## src/rtl/edge_evt_pkg.sv

```systemverilog
// Shared constants, event payload type and round-robin helper for the edge-event arbiter.
package edge_evt_pkg;

   localparam int unsigned DEF_N_CH        = 4;
   localparam int unsigned DEF_SYNC_STAGES = 2;

   // Channel field wide enough for the largest supported channel count (16).
   localparam int unsigned EVT_CH_W = 4;

   localparam logic EDGE_RISE = 1'b1;
   localparam logic EDGE_FALL = 1'b0;

   typedef struct packed {
      logic [EVT_CH_W-1:0] ch;
      logic                rise;
   } edge_evt_t;

   // (base + off) wrapped into 0..n-1; both operands are assumed already below n.
   function automatic int unsigned rr_wrap(input int unsigned base,
                                           input int unsigned off,
                                           input int unsigned n);
      int unsigned s;
      s = base + off;
      if (s >= n) begin
         s = s - n;
      end
      return s;
   endfunction

endpackage

```

## src/rtl/edge_capture.sv

```systemverilog
// Per-channel synchronizer, edge detector, single-entry pending slot and sticky overrun flag.
module edge_capture
   import edge_evt_pkg::*;
#(
   parameter int unsigned SYNC_STAGES = DEF_SYNC_STAGES
) (
   input  logic clk,
   input  logic rst,
   input  logic sig,
   input  logic en_rise,
   input  logic en_fall,
   input  logic take,
   input  logic clr,
   output logic pend,
   output logic pend_rise,
   output logic overrun
);

   logic cur_c;
   logic prev_q;
   logic pend_q, pend_d;
   logic pend_rise_q, pend_rise_d;
   logic overrun_q, overrun_d;
   logic qual_c;
   logic free_c;

   generate
      if (SYNC_STAGES == 0) begin : g_nosync
         assign cur_c = sig;
      end else begin : g_sync
         logic [SYNC_STAGES-1:0] sync_q;

         // Shift chain toward the MSB; the MSB is the synchronized level.
         always_ff @(posedge clk or posedge rst) begin
            if (rst) begin
               sync_q <= '0;
            end else begin
               sync_q <= (sync_q << 1) | SYNC_STAGES'(sig);
            end
         end

         assign cur_c = sync_q[SYNC_STAGES-1];
      end
   endgenerate

   // Edge qualification and slot/overrun next state; a take in the same cycle frees the slot for a new edge.
   always_comb begin
      qual_c      = (cur_c ^ prev_q) & (cur_c ? en_rise : en_fall);
      free_c      = ~pend_q | take;
      pend_d      = pend_q & ~take;
      pend_rise_d = pend_rise_q;
      overrun_d   = overrun_q & ~clr;
      if (qual_c) begin
         if (free_c) begin
            pend_d      = 1'b1;
            pend_rise_d = cur_c ? EDGE_RISE : EDGE_FALL;
         end else begin
            overrun_d = 1'b1;
         end
      end
   end

   // Channel state registers.
   always_ff @(posedge clk or posedge rst) begin
      if (rst) begin
         prev_q      <= 1'b0;
         pend_q      <= 1'b0;
         pend_rise_q <= 1'b0;
         overrun_q   <= 1'b0;
      end else begin
         prev_q      <= cur_c;
         pend_q      <= pend_d;
         pend_rise_q <= pend_rise_d;
         overrun_q   <= overrun_d;
      end
   end

   assign pend      = pend_q;
   assign pend_rise = pend_rise_q;
   assign overrun   = overrun_q;

endmodule

```

## src/rtl/edge_event_arbiter.sv

```systemverilog
// Multi-channel edge-event controller: per-channel capture, round-robin select, registered valid/ready output.
module edge_event_arbiter
   import edge_evt_pkg::*;
#(
   parameter  int unsigned N_CH        = DEF_N_CH,
   parameter  int unsigned SYNC_STAGES = DEF_SYNC_STAGES,
   localparam int unsigned CW          = $clog2(N_CH)
) (
   input  logic            clk,
   input  logic            rst,
   input  logic [N_CH-1:0] signal_in,
   input  logic [N_CH-1:0] en_rise,
   input  logic [N_CH-1:0] en_fall,
   output logic            evt_valid,
   input  logic            evt_ready,
   output logic [CW-1:0]   evt_ch,
   output logic            evt_rise,
   output logic [N_CH-1:0] evt_overrun,
   input  logic            clr_overrun
);

   logic [N_CH-1:0] pend_c;
   logic [N_CH-1:0] pend_rise_c;
   logic [N_CH-1:0] take_c;
   logic [CW-1:0]   ptr_q, ptr_d;
   logic [CW-1:0]   idx_c;
   logic [CW-1:0]   win_c;
   logic            found_c;
   logic            load_c;
   logic            valid_q, valid_d;
   edge_evt_t       evt_q, evt_d;
   logic            unused_ch_c;

   genvar g;
   generate
      for (g = 0; g < N_CH; g++) begin : g_ch
         edge_capture #(
            .SYNC_STAGES (SYNC_STAGES)
         ) u_cap (
            .clk       (clk),
            .rst       (rst),
            .sig       (signal_in[g]),
            .en_rise   (en_rise[g]),
            .en_fall   (en_fall[g]),
            .take      (take_c[g]),
            .clr       (clr_overrun),
            .pend      (pend_c[g]),
            .pend_rise (pend_rise_c[g]),
            .overrun   (evt_overrun[g])
         );
      end
   endgenerate

   // Round-robin search over full slots starting at ptr.
   always_comb begin
      found_c = 1'b0;
      win_c   = '0;
      idx_c   = '0;
      for (int unsigned i = 0; i < N_CH; i++) begin
         idx_c = CW'(rr_wrap(32'(ptr_q), i, N_CH));
         if (!found_c && pend_c[idx_c]) begin
            found_c = 1'b1;
            win_c   = idx_c;
         end
      end
   end

   // Output register load, slot take and pointer advance.
   always_comb begin
      load_c  = ~valid_q | evt_ready;
      take_c  = '0;
      ptr_d   = ptr_q;
      valid_d = valid_q;
      evt_d   = evt_q;
      if (load_c) begin
         valid_d = found_c;
         if (found_c) begin
            take_c[win_c] = 1'b1;
            ptr_d         = CW'(rr_wrap(32'(win_c), 1, N_CH));
            evt_d.ch      = EVT_CH_W'(win_c);
            evt_d.rise    = pend_rise_c[win_c];
         end
      end
   end

   // Arbiter state and presented event.
   always_ff @(posedge clk or posedge rst) begin
      if (rst) begin
         ptr_q   <= '0;
         valid_q <= 1'b0;
         evt_q   <= '0;
      end else begin
         ptr_q   <= ptr_d;
         valid_q <= valid_d;
         evt_q   <= evt_d;
      end
   end

   // Channel field is sized for 16 channels; upper bits stay zero for smaller N_CH.
   assign unused_ch_c = ^evt_q.ch;

   assign evt_valid = valid_q;
   assign evt_ch    = evt_q.ch[CW-1:0];
   assign evt_rise  = evt_q.rise;

endmodule

```

## config.mk

```make
export PLATFORM = sky130hd
export DESIGN_NAME = edge_event_arbiter
export DESIGN_NICKNAME = d
export VERILOG_FILES = /design/src/rtl/edge_evt_pkg.sv /design/src/rtl/edge_capture.sv /design/src/rtl/edge_event_arbiter.sv
export SDC_FILE = /design/constraint.sdc
export NUM_CORES = 1
export LEC_CHECK = 0
export BUFFER_PORTS_ARGS = -buffer_cell sky130_fd_sc_hd__buf_2
export CAP_MARGIN = 30
export CORE_MARGIN = 1
export CORE_UTILIZATION = 55
export CTS_BUF_LIST = sky130_fd_sc_hd__clkbuf_8
export DETAILED_ROUTE_END_ITERATION = 6
export GPL_TIMING_DRIVEN = 0
export PLACE_DENSITY = 0.79
export SYNTH_ARGS = -nofsm -noshare
export SYNTH_HDL_FRONTEND = slang
export SYNTH_HIERARCHICAL = 1
export SYNTH_SLANG_ARGS = --single-unit
```

## constraint.sdc

```tcl
create_clock -name clk -period 3.83 [get_ports clk]
set_clock_uncertainty 0.1 [all_clocks]
set_input_delay 0 -clock clk [delete_from_list [all_inputs] [get_ports clk]]
set_output_delay 0 -clock clk [all_outputs]
set_load 0.01 [all_outputs]
```

==> results of run 1 <==
==> worst paths after layout <==
check	start	end	slack (ps)	cells past startpoint
worst max-delay path	g_ch[1].u_cap/pend$_DFF_PP0_	g_ch[1].u_cap/pend_rise$_DFFE_PP0P_	1370	9
worst min-delay path	en_fall[1]	g_ch[1].u_cap/pend$_DFF_PP0_	10	4
worst max register to register	g_ch[1].u_cap/pend$_DFF_PP0_	g_ch[1].u_cap/pend_rise$_DFFE_PP0P_	1370	9
worst min register to register	g_ch[2].u_cap/g_sync.sync_q[0]$_DFF_PP0_	g_ch[2].u_cap/g_sync.sync_q[1]$_DFF_PP0_	250	0
max in group asynchronous	rst	g_ch[3].u_cap/overrun$_DFF_PP0_	3290	3
min in group asynchronous	rst	g_ch[1].u_cap/pend_rise$_DFFE_PP0P_	120	3
==> placed cells by master, fill, tap and decap left out, drive strengths merged, types with 6 or more instances in the layout <==
cell type / instances
dlygate4sd3: 15
inv: 10
nand2: 16
buf: 23
clkbuf: 6
dfrtp: 30
nor2b: 9
o21ai: 11
nand2b: 11
nor2: 6
==> critical path, cell delays in order, from the launching register on <==
cell,delay [ps]
dfrtp_1,480
nor2b_4,180
nor2_1,80
o221a_4,270
nand2_1,140
nor2_1,80
nand2b_1,200
a31oi_1,190
o21ai_1,70
dlygate4sd3_1,550
==> power breakdown <==
| part | internal, W | switching [W] |
|---|---|---|
| Clock | 0.000144 | 0.000119 |
| Combinational | 0.000238 | 0.000245 |
| Sequential | 0.000395 | 0.0000830 |
==> state kept, by name, indices dropped and copies added, names as in the netlist <==
register                  count
g_ch.u_cap/overrun            4
evt_ch                        2
evt_valid                     1
g_ch.u_cap/pend_rise          4
g_ch.u_cap/prev_q             4
g_ch.u_cap/g_sync.sync_q      8
g_ch.u_cap/pend               4
ptr_q                         2
evt_rise                      1
==> area by class of cell <==
class	count	area, µm²	share of cell area [%]
inverter	10	37.5	2.11
clock buffer	6	82.6	4.65
multi-input combinational	76	592	33.3
clock inverter	2	12.5	0.705
timing repair buffer	38	265	14.9
sequential	30	751	42.3
tap	28	35.0	1.97
==> per-stage QoR <==
step	instance area (µm²)	util, %
3_3_place_gp	1530	66.6
2_1_floorplan	1380	-
3_5_place_dp	1530	66.6
6_report	1780	77.3
5_1_grt	1780	77.3
4_1_cts	1780	77.3
==> logic make-up after synthesis <==
| group | count (synthesis) | synth area share [%] |
|---|---|---|
| DFF | 30 | 54.4 |
| and+or+nand+nor | 44 | 21.2 |
| AOI/OAI and AO/OA | 26 | 16.0 |
| xor gates and xnor gates | 1 | 0.635 |
| buffers and inverters | 10 | 2.72 |
| muxes | 5 | 5.08 |
==> per-layer routing <==
layer	global-route usage (%)	part of all wire (%)	vias up
li1	-	-	478
met4	17.1	3.3	0
met2	37.8	49	29
met3	7.60	4.5	10
met5	0	0	-
met1	30.8	43	453
==> flow_summary_export.csv, run 1 <==
group,metric,value,unit
setup_path,start_kind,"flip-flop",
global_route,grt_pass1_wl,4590,µm
clocking,clk_pin_slew,60,ps
sta,period_share,64.4,%
placed_design,gp_congestion,0.806,
synth,yosysWarnings,6,
cells_and_area,nNetsFinal,177,
power,p_total,0.00122,W
route,vias_per_cell,5.11,
route,drc_errors,0,
sta,finalWorstSetupSlack,1370,ps
sta,maxSlewHeadroom,79.2,%
synth,yosysMostFrequentCell,"dfrtp_1",
synth,ys_types,26,
clocking,cts_buffers,5,
synth,avgSynthCellArea,11.9,µm²
sta,timing.hold.ws,13.3,ps
setup_path,end_kind,"flip-flop",
synth,synth_edf_count,0,
min_path,hp-class,"in2reg",
clocking,clock_latency,280,ps
synth,syn-num-nets,132,
synth,synth_top_cell_by_area,"dfrtp_1",
cells_and_area,drive_above_1_share,34.0,%
sta,fmax,406,MHz
run,max_cap_viol_count,0,
synth,synthTopCellsByCount,"30 x dfrtp_1, 15 x nand2_1, 9 x inv_1, 7 x o21ai_1",
route,vias,970,
run_status,outcome,"finished clean",
route,firstDrtPassIters,4,
floorplanning,die_h,52.1,µm
clocking,cts_setup_buffers,0,
clocking,htree_levels,2,
sta,hold_viol,0,
global_route,track_usage,25.2,%
floorplanning,die_width,52.1,µm
global_route,antenna_found_initial,0,
synth,synth.ff_latch_count,30,
global_route,grt_start_max_net_pins,11,
sta,worstMarginPinSlew,310,ps
sta,fin_setup_tns,0,ps
clocking,cts.repair.resized,0,
setup_path,cp.arrival,2530,ps
setup_path,crit_required,3900,ps
synth,synth_flop_cell,"dfrtp_1",
synth,async_flop_share,100,%
clocking,cts_max_path_buffers,2,
floorplanning,initial_core_util,60.1,%
global_route,grt_overflow,0,
power,vdd_drop_max,0.451,mV
sta,finalSetupViolations,0,
cells_and_area,nFillCells,153,
route,finalWirelength,2620,µm
clocking,clk_root_buffer_cell,"clkbuf_8",
cells_and_area,antenna_cells,0,
cells_and_area,synthToLayoutAreaGrowth,28.6,%
clocking,cts_sinks,30,
setup_path,cp_max_fo,6,
global_route,grt_pass1_vias,997,
placed_design,place_hpwl,1870,µm
placed_design,dpl_worst_slack,1910,ps
route,ant_nets,0,
route,drtIter0Drc,26,
power,power.density,690,mW/mm²
sta,rsz0062_at_grt,"no",
floorplanning,io_pins,24,
clocking,cts_tree,"yes",
synth,yosysSeqAreaShare,54.4,%
floorplanning,dieArea,0.00271,mm²
cells_and_area,layout.cells.non_filler,190,
power,leakagePower,0.834,nW
setup_path,crit_type,"reg2reg",
floorplanning,core-area,0.00230,mm²
sta,period_minus_slack,2460,ps
clocking,cts_hold_buf,15,
synth,synth_top_cell_area_share,54.4,%
placed_design,buffer_ports.inserted,23,
synth,syn_area,0.00138,mm²
sta,timing.final.max_slew_violations,0,
synth,ys_top_cells_by_area,"dfrtp_1 54%, nand2b_4 5.0%, mux2_4 4.4%, nand2_1 4.1%, o22ai_2 3.6%",
placed_design,placed_cells,167,
synth,netlist_instances,116,
floorplanning,fp-row-count,17,
route,wl_per_cell,13.8,µm
Note: power is estimated with default switching activity, not from simulation.
==> inputs of run 2 (changes only) <==
Clock period 3.83 ns to 2.4 ns, I/O delays scaled along.
==> run 2 against run 1 <==
Total power up 60%. Combinational power rose by 59%. Largest power group unchanged. Setup slack worse by 900 ps. Worst hold slack improved by 110 ps. Sequential power grew 60%. First-iteration DRC count decreased by 12%. Routed wire length increased by 1.7%.
==> flow_summary_export.csv, run 2 (same netlist as run 1, synthesis figures left out) <==
group,metric,value,unit
run_status,outcome,"finished clean",
cells_and_area,postLayoutCoreUtil,77.3,%
cells_and_area,nNetsFinal,177,
clocking,cts_setup_buffers,0,
route,drtIter0Drc,23,
cells_and_area,largest_register_ffs,8,
global_route,busiest_layer,"met2",
placed_design,dpl_worst_slack,475,ps
clocking,htree_levels,2,
route,vias,978,
sta,timing.final.max_slew_violations,0,
route,drc_errors,0,
global_route,grt_start_max_net_pins,11,
route,vias_per_cell,5.15,
cells_and_area,antenna_cells,0,
cells_and_area,final_cell_mix,"30 x dfrtp_1, 23 x buf_2, 15 x nand2_1, 15 x dlygate4sd3_1, 9 x inv_1",
power,vdd_drop_max,0.725,mV
route,wl_per_cell,14.0,µm
floorplanning,fp-row-count,17,
setup_path,start_kind,"flip-flop",
clocking,clk_pin_slew,60,ps
route,finalWirelength,2660,µm
sta,fin_setup_tns,0,ps
floorplanning,die_h,52.1,µm
clocking,cts_buffers,5,
setup_path,crit_required,2470,ps
global_route,grt_pass1_vias,1017,
global_route,use_met1,30.6,%
sta,worstMarginPinSlew,310,ps
sta,period_minus_slack,1930,ps
cells_and_area,drive_above_1_share,34.0,%
global_route,track_usage,25.3,%
placed_design,place_hpwl,1870,µm
placed_design,gp_congestion,0.806,
sta,fmax,517,MHz
power,power.density,1100,mW/mm²
floorplanning,dieArea,0.00271,mm²
floorplanning,die_width,52.1,µm
global_route,gr-usage-met3,7.60,%
global_route,antenna_found_initial,0,
global_route,grt_pass1_wl,4640,µm
clocking,clock_latency,280,ps
sta,period_share,80.6,%
sta,finalWorstSetupSlack,465,ps
power,leakagePower,0.836,nW
setup_path,cp_max_fo,6,
clocking,clk_root_buffer_cell,"clkbuf_8",
route,ant_nets,0,
sta,maxSlewHeadroom,79.2,%
cells_and_area,regMostFlops,"g_ch.u_cap/g_sync.sync_q",
setup_path,crit_type,"reg2reg",
floorplanning,core-area,0.00230,mm²
setup_path,cp.arrival,2000,ps
sta,hold_viol,0,
floorplanning,initial_core_util,60.1,%
placed_design,buffer_ports.inserted,23,
clocking,cts_sinks,30,
setup_path,critPathLaunch,"g_ch[1].u_cap/pend$_DFF_PP0_",
route,firstDrtPassIters,4,
cells_and_area,layout_commonest_cell,"dfrtp_1",
floorplanning,io_pins,24,
clocking,cts_max_path_buffers,2,
global_route,grt_overflow,0,
global_route,grt_use_met2,38.7,%
sta,rsz0062_at_grt,"no",
setup_path,rr_startpoint,"g_ch[1].u_cap/pend$_DFF_PP0_",
sta,finalSetupViolations,0,
min_path,hp-class,"in2async",
setup_path,end_kind,"flip-flop",
cells_and_area,synthToLayoutAreaGrowth,28.6,%
clocking,cts_tree,"yes",
run,max_cap_viol_count,0,
[run 2: cell counts in the layout (fill, tap and decap cells not counted)]
Identical to the previous run, type by type.
[run 2: worst max-delay path: stages, from the launching register on]
cell	delay [ps]
dfrtp_1	480
nor2b_4	180
nor2_1	80
o221a_4	270
nand2_1	140
nor2_1	80
nand2b_1	200
a31oi_1	210
o21ai_1	70
[run 2: cell type report]
class                   count  area, µm²
fillers                   149        522
clock inverters             2       12.5
flip-flops and latches     30        751
multi-input cells          76        592
inverters                  10       37.5
repair buffers             38        265
clock buffers               6       82.6
well taps                  28       35.0
[run 2: routing by layer]
metal  vias up  wire length (µm)
met2        31              1320
met4         0                87
met5         -                 0
met1       458              1130
met3        10               121
li1        479                 -
[run 2: worst paths after layout]
| check | endpoint | slack (ps) | depth (start not counted) |
|---|---|---|---|
| worst max-delay path | g_ch[1].u_cap/pend_rise$_DFFE_PP0P_ | 470 | 8 |
| worst min register to register | g_ch[2].u_cap/g_sync.sync_q[1]$_DFF_PP0_ | 250 | 0 |
| min in group clk | g_ch[2].u_cap/g_sync.sync_q[1]$_DFF_PP0_ | 250 | 0 |
| worst min-delay path | g_ch[1].u_cap/pend_rise$_DFFE_PP0P_ | 120 | 3 |
| worst max register to register | g_ch[1].u_cap/pend_rise$_DFFE_PP0P_ | 470 | 8 |
| max in group asynchronous | g_ch[3].u_cap/overrun$_DFF_PP0_ | 1860 | 3 |
[run 2: report_power, final]
group	switching, W	total (W)	internal [W]
Clock	0.000191	0.000421	0.000230
Sequential	0.000133	0.000763	0.000630
Combinational	0.000394	0.000769	0.000375
Total	0.000718	0.00195	0.00124
[run 2: what timing repair did]
action                                 CTS  global route
endpoints found under the hold margin   47             0
setup endpoints to repair                0             0
hold buffers                            15             0
resized for setup                        0             0
[run 2: per-stage QoR]
step | hold slack [ps] | std cells | cell area [µm²] | total power, W
detailed placement | -134 | 167 | 1530 | 0.00152
global placement | -135 | 167 | 1530 | 0.00149
global route | 148 | 190 | 1780 | 0.00209
finish | 119 | 190 | 1780 | 0.00195
CTS | 107 | 190 | 1780 | 0.00197
floorplan | -309 | 116 | 1380 | 0.00133
